## config.mk

```make
export PLATFORM = sky130hd
export DESIGN_NAME = ls138_scan
export DESIGN_NICKNAME = d
export VERILOG_FILES = /design/src/rtl/ls138_scan.sv
export SDC_FILE = /design/constraint.sdc
export NUM_CORES = 1
export LEC_CHECK = 0
export CAP_MARGIN = 20
export CORE_ASPECT_RATIO = 1.25
export CORE_MARGIN = 1
export CORE_UTILIZATION = 44
export CTS_CLUSTER_SIZE = 14
export DETAILED_ROUTE_END_ITERATION = 16
export PLACE_DENSITY = 0.76
export SLEW_MARGIN = 25
export SYNTH_ARGS = -nofsm -noshare
export SYNTH_HDL_FRONTEND = slang
export SYNTH_SLANG_ARGS = --single-unit
```

## constraint.sdc

```tcl
create_clock -name _CLK -period 1.87 [get_ports _CLK]
set_input_delay 0.187 -clock _CLK [delete_from_list [all_inputs] [get_ports _CLK]]
set_output_delay 0.187 -clock _CLK [all_outputs]
set_load 0.01 [all_outputs]
```

## src/rtl/ls138_scan.sv

```systemverilog
// Registered WIDTH-to-2**WIDTH active-low decoder with TTL-style three-input
// enable and a prescaled auto-scan index counter for display/keypad strobing.

module ls138_scan_lane #(
   parameter int WIDTH = 3,
   parameter int LANE  = 0
) (
   input  logic             clk,
   input  logic             rst,
   input  logic             en,
   input  logic [WIDTH-1:0] idx_d,
   output logic             y
);
   localparam logic [WIDTH-1:0] MY_IDX = WIDTH'(LANE);

   // Decoding idx_d (not the registered index) keeps _Y aligned with _IDX.
   always_ff @(posedge clk or posedge rst) begin
      if (rst) y <= 1'b1;
      else     y <= ~(en && (idx_d == MY_IDX));
   end
endmodule

module ls138_scan #(
   parameter int WIDTH  = 3,
   parameter int DIVIDE = 4,
   parameter int LAST   = 2**WIDTH - 1
) (
   input  logic                  _CLK,
   input  logic                  _RST,
   input  logic [WIDTH-1:0]      _SEL,
   input  logic                  _G1,
   input  logic                  _G2A,
   input  logic                  _G2B,
   input  logic                  _MODE,
   input  logic                  _LOAD,
   output logic [2**WIDTH-1:0]   _Y,
   output logic [WIDTH-1:0]      _IDX,
   output logic                  _TC
);
   localparam int NUM_LANES = 2**WIDTH;
   localparam int PW        = (DIVIDE > 1) ? $clog2(DIVIDE) : 1;
   localparam logic [PW-1:0]    PRE_MAX = PW'(DIVIDE - 1);
   localparam logic [WIDTH-1:0] LAST_W  = WIDTH'(LAST);

   logic             en;
   logic [PW-1:0]    pre_q, pre_d;
   logic [WIDTH-1:0] idx_d;
   logic             tc_d;

   assign en = _G1 & ~_G2A & ~_G2B;

   // Load beats enable; an index parked above LAST wraps on its next step.
   always_comb begin
      idx_d = _IDX;
      pre_d = pre_q;
      tc_d  = 1'b0;
      if (!_MODE) begin
         idx_d = _SEL;
         pre_d = '0;
      end else if (_LOAD) begin
         idx_d = _SEL;
         pre_d = '0;
      end else if (en) begin
         if (pre_q != PRE_MAX) begin
            pre_d = pre_q + 1'b1;
         end else begin
            pre_d = '0;
            if (_IDX >= LAST_W) begin
               idx_d = '0;
               tc_d  = 1'b1;
            end else begin
               idx_d = _IDX + 1'b1;
            end
         end
      end
   end

   always_ff @(posedge _CLK or posedge _RST) begin
      if (_RST) begin
         pre_q <= '0;
         _IDX  <= '0;
         _TC   <= 1'b0;
      end else begin
         pre_q <= pre_d;
         _IDX  <= idx_d;
         _TC   <= tc_d;
      end
   end

   for (genvar i = 0; i < NUM_LANES; i++) begin : gen_lane
      ls138_scan_lane #(.WIDTH(WIDTH), .LANE(i)) u_lane (
         .clk   (_CLK),
         .rst   (_RST),
         .en    (en),
         .idx_d (idx_d),
         .y     (_Y[i])
      );
   end
endmodule
```

## After elaboration in Yosys (flattened, before gate mapping)

Index checks and enable logic that the tools add are counted.

| storage, ports and cells | value |
|---|---|
| flip-flop bits (word level) | 14 |
| memories kept | 0 |
| bits in latches | 0 |
| ROM bits | 0 |
| RAM bits | 0 |
| output and inout port bits | 12 |
| word-level logic and storage cells | 58 |

| operators by class | value |
|---|---|
| multiply operators | 0 |
| reduce and logical (&&, ||, !) cells | 9 |
| divide/modulo/power cells | 0 |
| equal/unequal tests | 9 |
| magnitude comparators | 1 |
| muxes and demuxes | 14 |
| bitwise logic cells | 12 |
| shift-type cells | 0 |
| $add $sub $neg | 2 |

Operators with widths:

| operator | count |
|---|---|
| two-way mux 3 bit | 5 |
| == test 3 bit (second input constant) | 4 |
| NOT 1 bit | 10 |
| logical AND 1 bit | 8 |
| two-way mux 2 bit | 4 |
| == test 3 x 2 -> 1 bit (second input constant) | 2 |
| two-way mux 1 bit | 5 |
| adder 3 x 1 -> 3 bit (second input constant) | 1 |
| == test 3 x 1 -> 1 bit (second input constant) | 1 |
| greater-or-equal comparator 3 bit (second input constant) | 1 |
| logical NOT 3 bit | 1 |
| != test 3 x 1 -> 1 bit (second input constant) | 1 |
| adder 2 x 1 -> 2 bit (second input constant) | 1 |
| AND 1 bit | 2 |
| != test 2 bit (second input constant) | 1 |

## Depth between registers and ports, before layout

Gate-level depths: netlist of the first run.

| logic depth | value |
|---|---|
| depth in word-level cells | 9 |
| depth in mapped cells | 7 |

## Hierarchy

Synthesis of the first run repeated with hierarchy kept, for this count alone.

| second synthesis, totals | value |
|---|---|
| cells, all modules | 59 |
| area, all modules | 683.2 µm² |

By module, submodules not included:

| module | seq. area each (µm²) | instances | cells an instance | area each (µm²) |
|---|---|---|---|---|
| ls138_scan | 150.1 | 1 | 35 | 366.6 |
| ls138_scan_lane at gen_lane[1].u_lane ... | 26.3 | 3 | 3 | 41.3 |
| ls138_scan_lane at gen_lane[3].u_lane ... | 26.3 | 3 | 3 | 38.8 |
| ls138_scan_lane at gen_lane[0].u_lane | 26.3 | 1 | 3 | 40.0 |
| ls138_scan_lane at gen_lane[7].u_lane | 26.3 | 1 | 3 | 36.3 |

## Least setup slack after synthesis of the first run

No wires, ideal clock.

| path | value |
|---|---|
| path kind | register to register |
| from | register _IDX[0] |
| to | register gen_lane[4].u_lane.y |
| arrival time | 1.543 ns |
| clock period less this slack | 1.630 ns |
| setup time | 0.088 ns |
| path buffers | 0 |
| cell stages (with the launch flop) | 7 |
| slack | 0.240 ns |
| required time | 1.782 ns |
| cells stage by stage | dfrtp_1 > ha_1 > ha_1 > a31oi_1 > a311oi_2 > nor3b_2 > nand3_1 |

| on the way | value |
|---|---|
| cells in the longest elaborated chain, start to end | 9 |

RTL lines:

| element | RTL line | source |
|---|---|---|
| start, declared | 37 | `output logic [WIDTH-1:0] _IDX,` |
| start signal, assigned | 85 | `_IDX <= idx_d;` |
| adder 3 x 1 -> 3 bit / greater-or-equal comparator 3 bit (equally long branches) | 72, 68 |  |
| two-way mux 3 bit | 68 | `if (_IDX >= LAST_W) begin` |
| two-way mux 3 bit | 64 | `if (pre_q != PRE_MAX) begin` |
| two-way mux 3 bit * | 63 | `end else if (en) begin` |
| two-way mux 3 bit * | 60 | `end else if (_LOAD) begin` |
| two-way mux 3 bit * | 57 | `if (!_MODE) begin` |
| == test 3 bit * | 19 | `else y <= ~(en && (idx_d == MY_IDX));` |
| logical AND 1 bit * | 19 |  |
| NOT 1 bit * | 19 |  |
| end signal, assigned | 19 |  |
| end, declared | 12 | `output logic y` |

Every way passes the cells marked *; elsewhere a longest branch is shown, timed or not.
A chain may end at the register's enable or synchronous reset.

## Final worst setup path of the first run

| path | value |
|---|---|
| from | register _IDX[0] |
| to | register gen_lane[6].u_lane.y |

| on the way | value |
|---|---|
| cells in the longest elaborated chain, start to end | 9 |

RTL lines:

| element | RTL line |
|---|---|
| adder 3 x 1 -> 3 bit / greater-or-equal comparator 3 bit (equally long branches) | 72, 68 |
| two-way mux 3 bit | 68 |
| two-way mux 3 bit | 64 |
| two-way mux 3 bit * | 63 |
| two-way mux 3 bit * | 60 |
| two-way mux 3 bit * | 57 |
| == test 3 bit * | 19 |
| logical AND 1 bit * | 19 |
| NOT 1 bit * | 19 |
| end signal, assigned | 19 |
| end, declared | 12 |

Marks and branches as above.

==> results.yml, run 1 <==
sta:
  skew_ps: 6.436
  fmax_mhz: 587.0
  rsz0062_at_grt: "false"
  slew_headroom: 0.6516
  min_period_ps: 1704
  hold_viol: 0
  finalCritPeriodShare: 0.9111
  tightest_slew_ps: 522.1
  slew_violations: 0
  finalSetupViolCount: 0
  setup_tns_ps: 0
cts:
  cts.path.max_buffers: 2
  clk_latency_ps: 280
  clockRootBuffer: "clkbuf_4"
  cts_buffers: 3
  cts_tree: "yes"
  clk_pin_slew_ps: 90
  post_cts_buffers: 0
  cts.sinks: 14
  cts_max_level: 1
  ctsHoldBuffers: 0
  cts_resized: 0
synthesis:
  synth_top_area_cell: "dfstp_2"
  synth_edf_count: 0
  yosysWarnings: 0
  ys_seq_elements: 14
  syn-num-nets: 75
  synthTopCellsByArea: "dfstp_2 (29%), dfrtp_1 (21%), buf_4 (8.3%)"
  synthArstFlopShare: 1.000
  avgSynthCellArea_um2: 11.68
  synth_cells: 62
  synth_seq_area_share: 0.4974
  syn_area_um2: 724.4
  netlist.area_leader.share: 0.2902
  synth_ff_type: "dfstp_2"
  synth_cell_type_count: 23
cells_and_area:
  multi_input_area_um2: 292.8
  fill_cells: 142
  syn_to_final_growth_pct: 30.57
  final_layout_size_suffix_gt1_frac: 0.2911
  n_antenna_cell: 0
  final_area_um2: 945.9
  ff_latch_area_um2: 361.6
  nets: 93
route:
  drtIter0Drc: 6
  routedWlPerCell_um: 12.98
  firstDrtPassIters: 2
  via_per_inst: 5.155
  route.detailed.drc: 0
  postRouteAntennaNets: 0
  finalWirelength_um: 1259
  vias: 500
placed_design:
  gp_congestion: 0.7941
  portBuffers: 21
  place_area_um2: 893.4
die:
  die-area_um2: 1814
  ioPinCount: 22
  initial_utilization: 0.4639
  core_area_um2: 1562
  die_y_um: 47.37
  rows: 16
  fp.dieW_um: 38.29
grt:
  use_met2: 0.3085
  use_met1: 0.1737
  grt_pass1_wl_um: 1994
  grt_max_degree: 15
  antenna_found_initial: 0
  grt.total_usage: 0.1680
  use_met3: 0.02844
  first_global_vias: 492
  grt-busiest-layer: "met2"
  overflow: 0
pwr:
  p_per_area_nw_per_um2: 682.2
  power_leakage_nw: 0.3679
  ir_drop_mv: 0.4229
run_status:
  status: "completed"
critical_path:
  cp.required_ps: 2070
  critPathLaunchType: "flip-flop"
  cp_max_fo: 5
  critPathArrivalTime_ps: 1900
  end_kind: "flip-flop"
  path_class: "flip-flop to flip-flop"
min_path:
  holdCritPathClass: "input port to asynchronous set/reset pin"
run:
  cap_violations: 0
==> cells in the mapped netlist (2+ instances only) <==
| cell type | n |
|---|---|
| nand3_1 | 9 |
| a21oi_1 | 2 |
| dfrtp_1 | 6 |
| mux2i_1 | 3 |
| nand2_1 | 3 |
| ha_1 | 3 |
| buf_4 | 8 |
| nor3b_2 | 2 |
| nor2b_1 | 2 |
| o21a_4 | 2 |
| nor2_1 | 3 |
| dfstp_2 | 8 |
==> worst paths after layout <==
kind / startpoint / end / slack (ps) / cells past startpoint
worst max-delay path: _IDX[0] / gen_lane[6].u_lane.y / 170 / 6
min in group _CLK: pre_q[1] / pre_q[1] / 550 / 2
worst max register to register: _IDX[0] / gen_lane[6].u_lane.y / 170 / 6
max in group asynchronous: _RST / _IDX[0] / 1260 / 2
worst min-delay path: _RST / pre_q[0] / 230 / 2
worst min register to register: pre_q[1] / pre_q[1] / 550 / 2
==> kinds of logic (layout without fill, tap and decap cells) <==
group,count (synthesis),count (layout),synth area share
xor gates and xnor gates,1,1,0.01209
DFF,14,14,0.4974
muxes,3,3,0.04145
AOI/OAI and AO/OA,7,7,0.09500
adders and majority gates,3,3,0.05182
and+or+nand+nor,22,22,0.1831
buffers and inverters,12,29,0.1192
==> placed cells by master, fill, tap and decap left out, drive strengths merged <==
cell / n
nor2: 3
clkdlybuf4s50: 21
a311oi: 1
inv: 2
ha: 3
mux2i: 3
and4bb: 1
a31oi: 1
clkbuf: 4
xnor2: 1
nor3: 1
nor2b: 2
dfrtp: 6
nand3: 9
o21a: 3
nor3b: 2
buf: 1
nand2b: 1
nand2: 3
clkinv: 1
a21oi: 2
dfstp: 8
==> critical path, stage by stage, from the launching register on <==
cell and delay (ps):
dfrtp_2 450, ha_1 220, ha_1 220, a31oi_4 190
a311oi_2 140, nor3b_2 290, nand3_1 110
==> area by class of cell <==
class	count	area share
Timing Repair Buffer	22	0.2302
Sequential cell	14	0.3823
Multi-Input combinational cell	36	0.3095
Inverter	3	0.01587
Clock buffer	4	0.03836
Tap cell	18	0.02381
==> stage by stage <==
stage          hold WS (ps)  power (mW)  std cells    util  worst slack (ps)
2_1_floorplan         70.49      0.3852         62       -             239.7
3_3_place_gp          508.2      0.4248         93  0.5721             209.9
3_5_place_dp          539.7      0.4294         93  0.5721             147.2
4_1_cts               244.9      0.6445         97  0.5954             123.7
5_1_grt               291.8      0.6742         97  0.6058             17.31
6_report              233.8      0.6453         97  0.6058             166.3
==> power breakdown <==
| group | internal, mW | switching [mW] | leakage (nW) |
|---|---|---|---|
| Sequential | 0.313 | 0.0101 | 0.160 |
| Combinational | 0.0559 | 0.0497 | 0.187 |
| Clock | 0.118 | 0.0978 | 0.0210 |
==> metal layers <==
| metal | vias up | wire length [µm] |
|---|---|---|
| li1 | 241 | - |
| met1 | 245 | 498 |
| met2 | 12 | 693 |
| met3 | 2 | 51 |
| met4 | 0 | 14 |
| met5 | - | 0 |
==> registers in the layout, indices dropped and copies added (netlist names) <==
signal and flops:
_TC 1, gen_lane.u_lane.y 8, pre_q 2, _IDX 3
Power figures use the tool's default switching activity.
==> run 2: changes to the inputs <==
--- a/config.mk
+++ b/config.mk
@@ -6,12 +6,11 @@
 export NUM_CORES = 1
 export LEC_CHECK = 0
 export CAP_MARGIN = 20
-export CORE_ASPECT_RATIO = 1.25
 export CORE_MARGIN = 1
-export CORE_UTILIZATION = 44
+export CORE_UTILIZATION = 46
 export CTS_CLUSTER_SIZE = 14
 export DETAILED_ROUTE_END_ITERATION = 16
-export PLACE_DENSITY = 0.76
+export DONT_BUFFER_PORTS = 1
 export SLEW_MARGIN = 25
 export SYNTH_ARGS = -nofsm -noshare
 export SYNTH_HDL_FRONTEND = slang
==> run 2 against run 1 <==
Net effect:
- register-to-register slack hardly changed
- largest cell class unchanged
- sequential share of layout area up 11 points
- wire length fell by 15%
- sequential power about the same
- final area down 22%
- maximum frequency decreased by 0.74%
- combinational power decreased by 32%
==> results.yml, run 2 (synthesis results as in run 1) <==
grt:
  antenna_found_initial: 0
  grt_pass1_wl_um: 1876
  use_met2: 0.1813
  grt.total_usage: 0.1456
  grt-busiest-layer: "met1"
  grt_max_degree: 15
  use_met3: 0.06522
  first_global_vias: 404
  overflow: 0
  use_met1: 0.2073
critical_path:
  end_kind: "flip-flop"
  critPathArrivalTime_ps: 1910
  rr_startpoint: "_IDX[0]"
  critPathLaunchType: "flip-flop"
  startpoint: "_IDX[0]"
  rr_endpoint: "gen_lane[5].u_lane.y"
  path_class: "flip-flop to flip-flop"
  r2r_slack_ps: 150
  cp.required_ps: 2070
  cp_max_fo: 4
  worstRegToRegCells: 6
sta:
  rsz0062_at_grt: "false"
  slew_violations: 0
  fmax_mhz: 582.7
  finalSetupViolCount: 0
  setup_tns_ps: 0
  fin_ws_ps: 153.7
  min_period_ps: 1716
  slew_headroom: 0.6630
  skew_ps: 3.438
  hold_viol: 0
  finalCritPeriodShare: 0.9178
  tightest_slew_ps: 504.9
placed_design:
  portBuffers: 0
  place_hpwl_um: 792.7
  gp_congestion: 0.7182
  dp_worst_setup_slack_ps: 153.3
pwr:
  power_leakage_nw: 0.2908
  ir_drop_mv: 0.5540
  p_per_area_nw_per_um2: 827.5
die:
  fp.dieW_um: 41.69
  rows: 13
  ioPinCount: 22
  initial_utilization: 0.5240
  core_area_um2: 1383
  die_y_um: 41.69
  die-area_um2: 1738
cts:
  clk_latency_ps: 280
  cts.path.max_buffers: 2
  clk_pin_slew_ps: 80
  clockRootBuffer: "clkbuf_4"
  cts.sinks: 14
  cts_buffers: 3
  cts_tree: "yes"
  post_cts_buffers: 0
  cts_max_level: 1
cells_and_area:
  syn_to_final_growth_pct: 1.209
  regMostFlops: "gen_lane.u_lane.y"
  final_cell_mix: "nand3_1 (9), dfstp_2 (8), dfrtp_1 (6)"
  nets: 74
  fill_cells: 126
  final_layout_size_suffix_gt1_frac: 0.3667
  reg_top3: "gen_lane.u_lane.y x8, _IDX x3, pre_q x2"
  largest_reg_flops: 8
  layout_commonest_cell: "nand3_1"
  n_antenna_cell: 0
  final_util: 0.5303
route:
  via_per_inst: 5.360
  firstDrtPassIters: 2
  postRouteAntennaNets: 0
  vias: 402
  route.detailed.drc: 0
  finalWirelength_um: 1071
  routedWlPerCell_um: 14.28
  drtIter0Drc: 6
min_path:
  min_to: "_IDX[2]"
  hp-start: "_SEL[2]"
  holdPathStages: 2
  holdCritPathClass: "input port to flip-flop"
run_status:
  status: "completed"
run:
  cap_violations: 0
[run 2: cell type report]
cell class / instances / area, µm² / area share
flip-flops and latches: 14 / 360.3 / 0.4915
clock buffers: 4 / 36.28 / 0.04949
well taps: 15 / 18.77 / 0.02560
multi-input cells: 36 / 277.8 / 0.3788
repair buffers: 3 / 25.02 / 0.03413
inverters: 3 / 15.01 / 0.02048
[run 2: power by group]
| group | internal (mW) | total (mW) | switching [mW] |
|---|---|---|---|
| Sequential | 0.313 | 0.321 | 0.00750 |
| Clock | 0.118 | 0.214 | 0.0955 |
| Combinational | 0.0293 | 0.0721 | 0.0428 |
[run 2: worst max-delay path by stage]
| stage | end | slack [ps] |
|---|---|---|
| floorplan | gen_lane[4].u_lane.y | 240 |
| global placement | gen_lane[7].u_lane.y | 220 |
| detailed placement | gen_lane[5].u_lane.y | 150 |
| CTS | gen_lane[5].u_lane.y | 150 |
| global route | gen_lane[5].u_lane.y | 40 |
| finish | gen_lane[5].u_lane.y | 150 |
[run 2: per-stage QoR]
step	instances	hold WS [ps]	power, mW	cell area (µm²)
after CTS	75	119.6	0.6146	733.2
after floorplan	62	70.49	0.3852	724.4
final	75	130.0	0.6067	733.2
after global routing	75	132.6	0.6374	733.2
after global placement	70	138.2	0.3974	686.9
after detailed placement	70	135.7	0.3975	686.9
[run 2: worst max-delay path, stage by stage (launching register included)]
cell and delay, ps:
dfrtp_1 380, ha_1 190, ha_1 190, a31oi_1 270
a311oi_2 180, nor3b_2 300, nand3_1 120
[run 2: repair_timing]
action                                 CTS  global route
endpoints found under the hold margin    6             0
gates resized for setup                  0             0
hold buffers                             1             0
[run 2: per-layer routing]
layer | share of wire | vias up
met1 | 0.53 | 179
li1 | - | 201
met2 | 0.39 | 18
met4 | 0.021 | 0
met3 | 0.059 | 4
met5 | 0 | -
==> run 3: changes to the inputs <==
--- a/config.mk
+++ b/config.mk
@@ -6,8 +6,9 @@
 export NUM_CORES = 1
 export LEC_CHECK = 0
 export CAP_MARGIN = 20
+export CORE_ASPECT_RATIO = 1.25
 export CORE_MARGIN = 1
-export CORE_UTILIZATION = 46
+export CORE_UTILIZATION = 25
 export CTS_CLUSTER_SIZE = 14
 export DETAILED_ROUTE_END_ITERATION = 16
 export DONT_BUFFER_PORTS = 1
@@ -15,3 +16,4 @@
 export SYNTH_ARGS = -nofsm -noshare
 export SYNTH_HDL_FRONTEND = slang
 export SYNTH_SLANG_ARGS = --single-unit
+export TNS_END_PERCENT = 5
==> run 3 against run 2 <==
Net effect:
- via count rose by 6.5%
- clock power about the same
- critical path depth stayed put
- cell count increased by 25%
- worst hold slack worse by 8.7 ps
- sequential power about the same
- first-iteration DRC count down 33%
- non-clock buffer count is the same
- critical path type unchanged
- clock skew up 4.1 ps
- worst setup slack better by 41 ps
- combinational power up 3.2%
==> results.yml, run 3 (synthesis results as in run 1) <==
die:
  fp.dieW_um: 50.15
  initial_utilization: 0.2677
  die_y_um: 62.19
  ioPinCount: 22
  core_area_um2: 2706
  die-area_um2: 3118
  rows: 21
cells_and_area:
  fill_cells: 276
  layout_commonest_cell: "nand3_1"
  n_antenna_cell: 0
  reg_top3: "gen_lane.u_lane.y x8, _IDX x3, pre_q x2"
  regMostFlops: "gen_lane.u_lane.y"
  layoutNonFillerInstCount: 94
  final_area_um2: 763.2
  largest_reg_flops: 8
  final_layout_size_suffix_gt1_frac: 0.3833
  nets: 74
  final_cell_mix: "nand3_1 (9), dfstp_2 (8), dfrtp_1 (6)"
  syn_to_final_growth_pct: 5.354
critical_path:
  cp.required_ps: 2070
  cp_max_fo: 4
  path_cells: "ha_1, ha_1, a31oi_2, a311oi_2, nor3b_2, nand3_1"
  cpPeakStageDelay_ps: 380
  cp_common_cell: "ha_1"
  critPathArrivalTime_ps: 1870
  crit_buf_inv: 0
  path_class: "flip-flop to flip-flop"
  slowest_stage: "dfrtp_1"
  critPathLaunchType: "flip-flop"
  end_kind: "flip-flop"
  path_delay_family: "simple AND/OR/NAND/NOR gates"
  worstRegToRegCells: 6
  crit_cells: 6
sta:
  slew_violations: 0
  finalSetupViolCount: 0
  setup_tns_ps: 0
  min_period_ps: 1676
  skew_ps: 7.571
  fmax_mhz: 596.8
  hold_viol: 0
  slew_headroom: 0.6722
  rsz0062_at_grt: "false"
  fin_ws_ps: 194.5
  finalCritPeriodShare: 0.8960
  tightest_slew_ps: 491.2
cts:
  clk_pin_slew_ps: 80
  cts_buffers: 3
  cts.path.max_buffers: 2
  cts.sinks: 14
  clockRootBuffer: "clkbuf_4"
  clk_latency_ps: 280
  cts_max_level: 1
  cts_tree: "yes"
route:
  firstDrtPassIters: 4
  via_per_inst: 4.553
  finalWirelength_um: 1209
  drtIter0Drc: 4
  routedWlPerCell_um: 12.86
  postRouteAntennaNets: 0
  vias: 428
  route.detailed.drc: 0
min_path:
  holdCritPathClass: "input port to flip-flop"
  holdPathStages: 2
placed_design:
  gp_congestion: 0.7849
  dp_worst_setup_slack_ps: 151.8
  portBuffers: 0
  placed_cells: 89
  place_area_um2: 710.7
  place_hpwl_um: 921
grt:
  grt.total_usage: 0.09333
  antenna_found_initial: 0
  overflow: 0
  first_global_vias: 460
  grt_pass1_wl_um: 2111
  grt_max_degree: 15
pwr:
  power_leakage_nw: 0.2914
  p_per_area_nw_per_um2: 795.4
  ir_drop_mv: 0.2281
  power_mw: 0.6071
run:
  cap_violations: 0
run_status:
  status: "completed"
-- run 3: through the flow --
step | hold slack [ps] | utilization
finish | 121.3 | 0.2820
global route | 122.7 | 0.2820
CTS | 103.2 | 0.2797
detailed placement | 127.8 | 0.2626
global placement | 129.5 | 0.2626
floorplan | 70.49 | -
-- run 3: cell type report --
class	count	area, µm²	area share
sequential	14	360.3	0.4721
multi-input combinational	36	284.0	0.3721
tap	34	42.54	0.05574
clock buffer	4	36.28	0.04754
timing repair buffer	3	25.02	0.03279
inverter	3	15.01	0.01967
-- run 3: worst paths after layout --
check / slack, ps / end / startpoint
setup reg to reg: 190 / gen_lane[5].u_lane.y / _IDX[0]
max in group asynchronous: 1150 / gen_lane[1].u_lane.y / _RST
setup / recovery: 190 / gen_lane[5].u_lane.y / _IDX[0]
hold / removal: 120 / _IDX[2] / _SEL[2]
hold reg to reg: 540 / pre_q[1] / pre_q[1]
min in group asynchronous: 360 / _IDX[1] / _RST
-- run 3: timing repair --
item / 4_1_cts / 5_1_grt
endpoints found under the setup margin: 0 / 2
gates resized for setup: 0 / 1
endpoints found under the hold margin: 6 / 0
hold buffers: 1 / 0
buffers inserted: 0 / 0
-- run 3: power by group --
part           switching [mW]  total [mW]  leakage (nW)  internal, mW
clock network          0.0929       0.211        0.0210         0.119
registers             0.00805       0.321         0.161         0.313
logic                  0.0441      0.0744         0.109        0.0302
-- run 3: layer usage --
metal	routed length, µm	track usage	vias to the layer above
met5	0	0	-
met4	46	0.08571	0
met3	78	0.02941	4
met2	636	0.1517	16
met1	448	0.09063	206
li1	-	-	202
-- run 3: worst reg2reg max path: cells and delay by family (launching register included) --
kind | cells | cell delay, ps
adder cells (fa/ha/maj) | 2 | 410
AO/OA/AOI/OAI | 2 | 380
flip-flops | 1 | 380
AND/OR/NAND/NOR | 2 | 420
